`config.mk`:
```
export PLATFORM = sky130hd
export DESIGN_NAME = mem_port_arbiter
export DESIGN_NICKNAME = d
export VERILOG_FILES = /design/src/rtl/mem_port_arbiter.sv
export SDC_FILE = /design/constraint.sdc
export NUM_CORES = 1
export LEC_CHECK = 0
export BUFFER_PORTS_ARGS = -buffer_cell sky130_fd_sc_hd__buf_2
export CAP_MARGIN = 20
export CORE_MARGIN = 2
export CORE_UTILIZATION = 45
export CTS_BUF_LIST = sky130_fd_sc_hd__clkbuf_8 sky130_fd_sc_hd__clkbuf_16
export CTS_CLUSTER_DIAMETER = 150
export DETAILED_ROUTE_END_ITERATION = 10
export PLACE_DENSITY = 0.78
export SLEW_MARGIN = 10
export SYNTH_ARGS = -nofsm -noshare
export SYNTH_HDL_FRONTEND = slang
export SYNTH_SLANG_ARGS = --single-unit
```
`constraint.sdc`:
```
create_clock -name Clock -period 3.7 [get_ports Clock]
set_clock_uncertainty 0.05 [all_clocks]
set_input_delay 0.555 -clock Clock [delete_from_list [all_inputs] [get_ports Clock]]
set_output_delay 0.555 -clock Clock [all_outputs]
set_load 0.03 [all_outputs]
```
`src/rtl/mem_port_arbiter.sv`:
```
// Arbitrates the single-ported unified memory between instruction fetch and the
// MEM stage: data has priority, a streak counter bounds how long fetch can starve.
module mem_port_arbiter #(
    parameter int unsigned AW     = 32,
    parameter int unsigned DW     = 32,
    parameter int unsigned STREAK = 4
) (
    input  logic          Clock,
    input  logic          Resetn,
    input  logic          if_req,
    input  logic [AW-1:0] if_addr,
    output logic          if_ack,
    output logic [DW-1:0] if_rdata,
    input  logic          dm_req,
    input  logic          dm_we,
    input  logic [AW-1:0] dm_addr,
    input  logic [DW-1:0] dm_wdata,
    output logic          dm_ack,
    output logic [DW-1:0] dm_rdata,
    output logic          m_req,
    output logic          m_we,
    output logic [AW-1:0] m_addr,
    output logic [DW-1:0] m_wdata,
    input  logic [DW-1:0] m_rdata,
    input  logic          m_ready
);

    localparam logic [3:0] STREAK_MAX = STREAK[3:0];

    typedef enum logic [1:0] {
        IDLE,
        BUSY_I,
        BUSY_D,
        DONE
    } state_t;

    state_t     state, next_state;
    logic       grant_i, grant_d;
    logic [3:0] streak;

    always_comb begin
        next_state = state;
        grant_i    = 1'b0;
        grant_d    = 1'b0;
        case (state)
            IDLE: begin
                // Fetch wins a tie only once data has used up its streak allowance.
                if (if_req && (!dm_req || streak == STREAK_MAX)) begin
                    grant_i    = 1'b1;
                    next_state = BUSY_I;
                end else if (dm_req) begin
                    grant_d    = 1'b1;
                    next_state = BUSY_D;
                end
            end
            BUSY_I, BUSY_D: begin
                if (m_ready) next_state = DONE;
            end
            DONE:    next_state = IDLE;
            default: next_state = IDLE;
        endcase
    end

    always_ff @(posedge Clock or negedge Resetn) begin
        if (!Resetn) begin
            state    <= IDLE;
            streak   <= '0;
            m_req    <= 1'b0;
            m_we     <= 1'b0;
            m_addr   <= '0;
            m_wdata  <= '0;
            if_ack   <= 1'b0;
            dm_ack   <= 1'b0;
            if_rdata <= '0;
            dm_rdata <= '0;
        end else begin
            state  <= next_state;
            if_ack <= (state == BUSY_I) && m_ready;
            dm_ack <= (state == BUSY_D) && m_ready;

            if (grant_i) begin
                m_req   <= 1'b1;
                m_we    <= 1'b0;
                m_addr  <= if_addr;
                m_wdata <= '0;
                streak  <= '0;
            end else if (grant_d) begin
                m_req   <= 1'b1;
                m_we    <= dm_we;
                m_addr  <= dm_addr;
                m_wdata <= dm_wdata;
                if (!if_req)                  streak <= '0;
                else if (streak != STREAK_MAX) streak <= streak + 4'd1;
            end

            if ((state == BUSY_I || state == BUSY_D) && m_ready) begin
                m_req <= 1'b0;
                if (state == BUSY_I)  if_rdata <= m_rdata;
                else if (!m_we)       dm_rdata <= m_rdata;
            end
        end
    end

endmodule

```
* After elaboration in Yosys (flattened, before gate mapping) *
Index checks and enable logic that the tools add are counted.

storage, ports and cells
  bits in registers = 138
  input bits = 134
  output and inout bits = 132
  logic and storage cells = 58

operators by class
  add/subtract/negate cells = 1
  equal/unequal tests = 8
  multiplexer cells = 22
  bitwise operators = 2
  reductions and logical operators = 15

operator list
  cell                 count
  $mux 32              4
  $mux 4               4
  $mux 1               10
  $mux 2               3
  $pmux 2 s3           1
  $reduce_and 2->1     3
  $add 4x1->4 const B  1
  $eq 2x2->1 const B   2
  $eq 4x3->1 const B   1
  $logic_and 1x1->1    4
  $ne 4x3->1 const B   1
  $ne 3x1->1 const B   1
  $ne 3x3->1 const B   1
  $reduce_and 3->1     1
  $reduce_bool 3->1    1
  $eq 2x1->1 const B   1
  $logic_not 2->1      1
  $logic_or 1x1->1     2
  $ne 2x2->1 const B   1
  $not 1->1            2
  $reduce_bool 2->1    1
  $reduce_or 2->1      1
  $logic_not 1->1      1

* Logic depth before layout (Yosys ltp) *
Gate-level depths: netlist (run 1).

  depth in word-level cells = 8
  mapped depth = 8
  mapped depth without buffers = 5

* Least setup slack after synthesis (run 1) *
No wires, ideal clock.

  path type = flip-flop to flip-flop
  start point = reg state[1]
  end point = reg dm_rdata[0]
  setup time = 0.125 ns
  arrival time = 1.531 ns
  data required time = 3.525 ns
  setup slack = 1.994 ns
  cell stages (with the launch flop) = 7
  path buffers = 1
  period minus slack after synthesis = 1.706 ns
  cells stage by stage = dfrtp_1 -> inv_1 -> ha_1 -> nand2_1 -> nor3_4 -> buf_6 -> mux2_2

between the ends
  longest elaborated chain between the ends = 4
  elaborated cells on any way between the ends = 6
  classes of those cells = 2 x eq/ne; 1 x bitwise; 3 x reduce/logical

ends and longest elaborated chain
  what                                      RTL line  source
  start: declaration                        37        state_t state, next_state;
  start signal: assignment                  77        state <= next_state;
  $eq 2x1->1 or $eq 2x2->1 (tied branches)  96, 98
  $logic_or 1x1->1                          96        if ((state == BUSY_I || state == BUSY_D) && m_ready) begin
  $logic_and 1x1->1                         96
  $reduce_and 3->1 (no line) (*)            -
  end signal: assignment                    99        else if (!m_we) dm_rdata <= m_rdata;
  end: declaration                          19        output logic [DW-1:0] dm_rdata,

Every way passes the cells marked *; elsewhere a longest branch is shown, timed or not.
A chain may end at the register's enable or synchronous reset.

* Worst setup path in the final report (run 1) *
  start point = reg state[0]
  end point = reg m_addr[14]

between the ends
  longest elaborated chain between the ends = 3
  elaborated cells on any way between the ends = 5
  classes of those cells = 3 x mux; 2 x reduce/logical

ends and longest elaborated chain
  what                                          RTL line  source
  $logic_not 2->1 (*)                           45        case (state)
  $mux 1                                        45
  $mux 32 or $reduce_bool 2->1 (tied branches)  -
  end signal: assignment                        84        m_addr <= if_addr;
  end signal: assignment                        90        m_addr <= dm_addr;
  end: declaration                              22        output logic [AW-1:0] m_addr,

Marks and branches as above.

==> results of run 1 <==
## layout make-up
class,instances,area [um^2]
fill,994,4742
sequential,138,3453
multi-input combinational,263,2018
timing repair buffer,270,1399
clock buffer,18,439.2
clock inverter,13,224.0
tap,172,215.2
inverter,7,26.28
## registers in the layout (all words and copies together), names as in the netlist
name      cells
streak        4
m_addr       32
m_wdata      32
if_rdata     32
if_ack        1
state         2
m_we          1
m_req         1
dm_ack        1
dm_rdata     32
## through the flow
stage	hold WS [ns]	util
2_1_floorplan	0.2094	-
3_3_place_gp	0.4124	0.5673
3_5_place_dp	0.4251	0.5673
4_1_cts	0.1851	0.6203
5_1_grt	0.2125	0.6212
6_report	0.1401	0.6212
## kinds of logic (layout without fill, tap and decap cells)
| logic type | Yosys count | in the layout | share of synthesized area |
|---|---|---|---|
| fa+ha+maj | 5 | 5 | 0.01093 |
| compound gates | 110 | 110 | 0.1480 |
| flops | 138 | 138 | 0.6033 |
| mux | 66 | 66 | 0.1296 |
| simple gates | 82 | 82 | 0.06404 |
| buf+inv | 39 | 308 | 0.04415 |
## cell usage in the layout, fill, tap and decap left out, types with 2 or more instances in the layout
cell	synthesis	final
sky130_fd_sc_hd__a21o_1	2	2
sky130_fd_sc_hd__a21oi_1	32	32
sky130_fd_sc_hd__a22o_1	34	34
sky130_fd_sc_hd__a32o_1	3	3
sky130_fd_sc_hd__a32oi_1	31	31
sky130_fd_sc_hd__and2_1	4	4
sky130_fd_sc_hd__buf_12	0	2
sky130_fd_sc_hd__buf_2	10	264
sky130_fd_sc_hd__buf_4	3	2
sky130_fd_sc_hd__buf_6	11	2
sky130_fd_sc_hd__bufinv_16	0	6
sky130_fd_sc_hd__clkbuf_16	0	17
sky130_fd_sc_hd__clkinv_2	0	3
sky130_fd_sc_hd__dfrtp_1	138	138
sky130_fd_sc_hd__ha_1	5	5
sky130_fd_sc_hd__inv_1	7	8
sky130_fd_sc_hd__mux2_1	2	2
sky130_fd_sc_hd__mux2_2	63	63
sky130_fd_sc_hd__nand2_1	67	67
sky130_fd_sc_hd__nand3b_1	3	3
sky130_fd_sc_hd__nor2b_1	2	2
sky130_fd_sc_hd__o21a_1	2	2
## worst max-delay path, cell delays in order (launching register included)
cell,delay [ns]
sky130_fd_sc_hd__dfrtp_1,0.38
sky130_fd_sc_hd__inv_1,0.11
sky130_fd_sc_hd__ha_1,0.43
sky130_fd_sc_hd__and2_1,0.25
sky130_fd_sc_hd__nand2_1,0.62
sky130_fd_sc_hd__a32oi_1,0.46
## final timing paths
| path | start | end | slack (ns) | cells after the start |
|---|---|---|---|---|
| max | state[0]$_DFFE_PN0P_ | m_addr[14]$_DFFE_PN0P_ | 1.29 | 5 |
| min | Resetn | m_wdata[14]$_DFFE_PN0P_ | 0.14 | 1 |
| max reg2reg | state[0]$_DFFE_PN0P_ | m_addr[14]$_DFFE_PN0P_ | 1.29 | 5 |
| min reg2reg | dm_rdata[13]$_DFFE_PN0P_ | dm_rdata[13]$_DFFE_PN0P_ | 0.43 | 1 |
| max in group asynchronous | Resetn | m_addr[29]$_DFFE_PN0P_ | 2.68 | 2 |
| min in group Clock | dm_wdata[23] | m_wdata[23]$_DFFE_PN0P_ | 0.31 | 2 |
## power by group
group	internal (mW)	total, mW	leakage [nW]	switching (mW)
combinational	1.32	3.81	1.87	2.49
sequential	2.21	2.61	1.70	0.399
clock	1.27	1.90	0.327	0.626
total	4.80	8.32	3.91	3.52
## per-layer routing
layer | vias up | share of wire | GRT usage | wire (um)
met5 | - | 0 | 0 | 0
met4 | 0 | 0.019 | 0.09098 | 285
met3 | 22 | 0.093 | 0.06746 | 1380
met2 | 245 | 0.50 | 0.3518 | 7317
met1 | 2287 | 0.39 | 0.2537 | 5788
li1 | 2127 | - | - | -
==> metrics list, run 1 <==
- Counting distinct cell types in the post-synthesis netlist gives 32.
- Yosys mapped a number of flops with a built-in enable equal to 0.
- Initial antenna violation count: 0
- Die extent in x: 116.8 um
- The first global-routing pass estimated 22360 um of wire.
* Clk pin slew, worst setup/hold paths: 0.06 ns
- Area added between synthesis and finish: 35.83%
- Using the TritonRoute via totals, the vias-per-cell ratio works out to 5.313.
- Syn Inst Count: 440
* Clock period minus worst slack: 2.415 ns
* Post-cts hold buffer count: 0
- HPWL reported at the end of detailed placement: 10460 um
- Post-CTS repair timing setup buffer count: 0
- Gates resized during post-CTS repair numbered 0.
- At the end of the flow, the number of nets in the layout was 836.
* Clock buffer depth: 2
- Yosys instantiated no cell more often than sky130_fd_sc_hd__dfrtp_1.
- RSZ-0062 raised after global routing: no
* Share of Yosys cell area claimed by the top area cell type: 0.6033
* Die Footprint: 0.01364 mm^2
- Standard cell area after detailed placement: 0.007101 mm^2
* Post-Layout Cell Count: 881
- Critical Setup Path Class: register to register
* Final setup margin: 1.285 ns
* Total Power: 8.321 mW
- GP Congestion: 0.7750
- Along the worst path, the maximum fanout reaches 31.
* FFs w/ async S/R, synth: 1.000
- Number of design rule violations left after detail routing: 0
- Via count of the first global-routing pass: 4530
- Kind of end point of the critical path: register
- Drt pass-1 iters: 5
* Arrival @ worst endpoint: 2.68 ns
- Result of the run: finished clean
- After routing, the total negative slack on setup checks comes to 0 ns.
- The tool flagged a number of max-cap violations equal to 0.
* Fmax: 414.1 MHz
- CTS tree: built
- The number of nets in the synthesized netlist is 579.
- Post-Place Setup Slack: 1.277 ns
- Data on the critical path is required at its endpoint by 3.96 ns.
- #FFs+latches synth: 138
- Headroom to the max-slew limit: 0.2724
* Power density normalized to cell area: 1070 mW/mm^2
- The detailed router finished its first iteration with 294 violations.
* Number of rows in the core area: 41
- Global-route total usage across every layer: 0.2113
- In the final routed layout, each cell accounts on average for 16.77 um.
- Clock latency on the worst-skew pair, taken at its later pin, is 0.41 ns.
* Synthesized area: 0.005724 mm^2
- Final setup violation count: 0
* # H-tree levels: 4
* Share of synthesized area occupied by flip-flops and latches: 0.6033
- The tree built by TritonCTS fans out to 138 sinks.
* Die Y: 116.8 um
* Number of clock buffers inserted by TritonCTS: 17
- Starting density of the core: 0.4573
* Final period util: 0.6527
- Number of antenna repair diodes: 0
* Hold Path Class: primary input to asynchronous set/reset pin
- Number of synthesis warnings: 0
* Type of origin of the critical path: register
- After detailed routing, the total wire length is 14770 um.
- Final number of hold-violating endpoints: 0
- Share of layout cells above drive strength 1: 0.5190
* Post-route standard cell area excluding fillers: 0.007775 mm^2
* Biggest area contributors in the synthesized netlist: sky130_fd_sc_hd__dfrtp_1 (60%), sky130_fd_sc_hd__mux2_2 (12%), sky130_fd_sc_hd__a22o_1 (5.2%), sky130_fd_sc_hd__a32oi_1 (4.7%), sky130_fd_sc_hd__nand2_1 (4.4%)
- For this run, the leading register cell type out of synthesis is sky130_fd_sc_hd__dfrtp_1.
- Input and output buffers added on the ports amount to 265.
* Pin count of the biggest net entering global routing: 92
- Placeable core region: 0.01252 mm^2
* Most area-hungry cell type in the Yosys netlist: sky130_fd_sc_hd__dfrtp_1
- Count of placed standard cells including taps: 849
- The count of nets left with antenna violations once routing finished came out at 0.
* Slew at the pin with the worst max-slew slack: 1.091 ns
* Commonest cells post-synth: sky130_fd_sc_hd__dfrtp_1 (138), sky130_fd_sc_hd__nand2_1 (67), sky130_fd_sc_hd__mux2_2 (63), sky130_fd_sc_hd__a22o_1 (34), sky130_fd_sc_hd__a21oi_1 (32)
- A synthesized cell averages 13.01 um^2.
- Leakage dissipation: 3.907 nW
- GRT Residual Overflow: 0
- The number of max-slew violations in the final report was 0.
* DR vias: 4681
- The root buffer cell chosen for the clock tree is sky130_fd_sc_hd__clkbuf_16.
- Maximum vdd ir drop: 0.0004145 V
- I/O Pins: 266
No activity file was read; power rests on OpenSTA's default activity.
==> inputs of run 2 (changes only) <==
==> constraint.sdc (replaced) <==
create_clock -name Clock -period 2.5 [get_ports Clock]
set_clock_uncertainty 0.05 [all_clocks]
set_input_delay 0.375 -clock Clock [delete_from_list [all_inputs] [get_ports Clock]]
set_output_delay 0.375 -clock Clock [all_outputs]
set_load 0.03 [all_outputs]
==> metrics list, run 2 (synthesis results as in run 1) <==
- Power spread over the standard cell area amounts to 1564 mW/mm^2.
- # resized after CTS: 0
* Initial antenna violation count: 0
* Number of clock buffers inserted by TritonCTS: 17
- Highest net fanout along the worst path: 32
- # nets final: 842
* Share of layout cells above drive strength 1: 0.5209
* Routed wire length: 14930 um
* Starting density of the core: 0.4573
- Most common cell after layout, fill and taps aside: sky130_fd_sc_hd__buf_2
- No sink is reached through more buffers than the 2 on the longest clock path.
- Clock sink total: 138
- Type of origin of the critical path: register
- GRT Residual Overflow: 0
- Routability-driven placement finished with a final weighted congestion of 0.7877.
- Maximum Capacitance Violations: 0
* Post-Layout Cell Count: 888
- Via count of the first global-routing pass: 4520
* Critical Setup Path Class: register to register
- The number of antenna diodes in the final layout is 0.
* Post-detailed-route count of antenna-violating nets: 0
* Number of design rule violations left after detail routing: 0
* Headroom to the max-slew limit: 0.5908
- For the worst-skew pair, the clock arrives at the later sink with an insertion delay of 0.41 ns.
- Total count of max-transition violations in the final report: 0
* Number of port buffers: 265
- After floorplanning, the core was sized to cover 0.01252 mm^2.
- Sequence of cells on the critical path: inv_1 > ha_1 > nand2_1 > nor3_4 > buf_4 > mux2_2
- Entering global routing, the biggest net connects 67 pins.
- Die Y: 116.8 um
* Final setup violation count: 0
* Leakage dissipation: 3.908 nW
- Global-route total usage across every layer: 0.2119
- Cell at the root of the clock tree: sky130_fd_sc_hd__clkbuf_16
* Final period util: 0.7987
* RSZ-0062 raised after global routing: no
- The run finished with clean final reports.
- Detailed placement finished with a half-perimeter wire length of 10860 um.
* Die extent in x: 116.8 um
- Crit path required time: 2.74 ns
* Clk pin slew, worst setup/hold paths: 0.06 ns
- Dividing the detail-routed wire length by the instance count gives 16.82 um.
* Multi-input gate area in the final layout: 0.002018 mm^2
- The routed design could run at a clock period as short as 1.997 ns.
- The first global-routing pass estimated 22250 um of wire.
- The number of hold violations in the final report came to 0.
- Slew at the pin with the worst max-slew slack: 0.6115 ns
- In this run the core area contains 41 standard-cell rows.
- Derived from the worst setup path, the maximum achievable clock frequency is 500.8 MHz.
- Iteration-0 DRC Markers: 240
- The worst setup path is captured at a register.
- Arrival @ worst endpoint: 2.23 ns
- After clock tree synthesis, the setup repair step added 0 buffers.
* # H-tree levels: 4
- Across all layers, the routed design uses 4670 vias.
- On the worst path, the slowest cell contributes a delay of 0.40 ns.
- TritonCTS built the clock tree.
- Sequential cell area: 0.003453 mm^2
- Once placement completed, the tool counted placed cells totaling 855.
- The library cells used most frequently in the layout, excluding fill and tap cells, are sky130_fd_sc_hd__buf_2 (264), sky130_fd_sc_hd__dfrtp_1 (138), sky130_fd_sc_hd__nand2_1 (67), sky130_fd_sc_hd__mux2_2 (63), sky130_fd_sc_hd__a22o_1 (34).
* Area added between synthesis and finish: 35.91%
- Maximum vdd ir drop: 0.0005622 V
- Post-DR vias/cell: 5.259
* Drt pass-1 iters: 4
- 266 I/O pins were placed.
* Setup TNS: 0 ns
* Die Footprint: 0.01364 mm^2
* Finished Core Util: 0.6216
* Hold_ws: 0.1298 ns
- Hold Path Class: primary input to register
- Counting the fill cells in the layout gives 994.
* Critical path's slowest cell: sky130_fd_sc_hd__buf_4
-- run 2: cell count changes in the layout (fill, tap and decap cells not counted), sizes merged --
cell and delta:
bufinv -2, inv +2, clkbuf -1, dlygate4sd3 +1, clkinvlp +2, buf +5
-- run 2: worst paths after layout --
path                                          from  slack [ns]  depth (start not counted)                       end
max                           state[1]$_DFFE_PN0P_        0.50                          6  dm_rdata[24]$_DFFE_PN0P_
min                                   dm_wdata[10]        0.13                          2   m_wdata[10]$_DFFE_PN0P_
max reg2reg                   state[1]$_DFFE_PN0P_        0.50                          6  dm_rdata[24]$_DFFE_PN0P_
min reg2reg                m_wdata[16]$_DFFE_PN0P_        0.45                          1   m_wdata[16]$_DFFE_PN0P_
max in group asynchronous                   Resetn        1.26                          3   m_wdata[27]$_DFFE_PN0P_
min in group asynchronous                   Resetn        0.45                          2  dm_rdata[25]$_DFFE_PN0P_
-- run 2: final cells by class --
| cell class | instances | share of cell area |
|---|---|---|
| sequential | 138 | 0.4439 |
| multi-input combinational | 263 | 0.2594 |
| timing repair buffer | 276 | 0.1854 |
| clock buffer | 17 | 0.05468 |
| tap | 172 | 0.02766 |
| clock inverter | 15 | 0.02557 |
| inverter | 7 | 0.003377 |
-- run 2: repair_timing --
action,4_1_cts,5_1_grt
endpoints found under the hold margin,61,0
endpoints found under the setup margin,0,0
hold buffers,1,0
-- run 2: report_power, final --
| part | internal (mW) | leakage [nW] | switching (mW) |
|---|---|---|---|
| sequential | 3.27 | 1.70 | 0.613 |
| combinational | 1.97 | 1.90 | 3.69 |
| clock | 1.67 | 0.302 | 0.952 |
| total | 6.91 | 3.91 | 5.26 |
-- run 2: layer usage --
metal | track usage | wire length, um | vias to the layer above
met3 | 0.06025 | 1166 | 28
met1 | 0.2518 | 5946 | 2286
met4 | 0.08863 | 331 | 0
met2 | 0.3626 | 7488 | 218
met5 | 0 | 0 | -
li1 | - | - | 2138
-- run 2: worst max-delay path, delay by kind of cell (launching register included) --
family                     cells  cell delay (ns)
DFF                            1             0.37
buffers and inverters          2             0.47
muxes                          1             0.39
adders and majority gates      1             0.33
and+or+nand+nor                2             0.25
-- run 2: metrics by stage --
step / power [mW] / worst slack [ns] / instance area [um^2]
6_report: 12.17 / 0.5032 / 7780
5_1_grt: 12.82 / 0.3403 / 7780
4_1_cts: 12.27 / 0.4922 / 7780
3_5_place_dp: 9.601 / 0.5010 / 7146
3_3_place_gp: 9.366 / 0.6026 / 7146
2_1_floorplan: 7.946 / 0.7939 / 5724
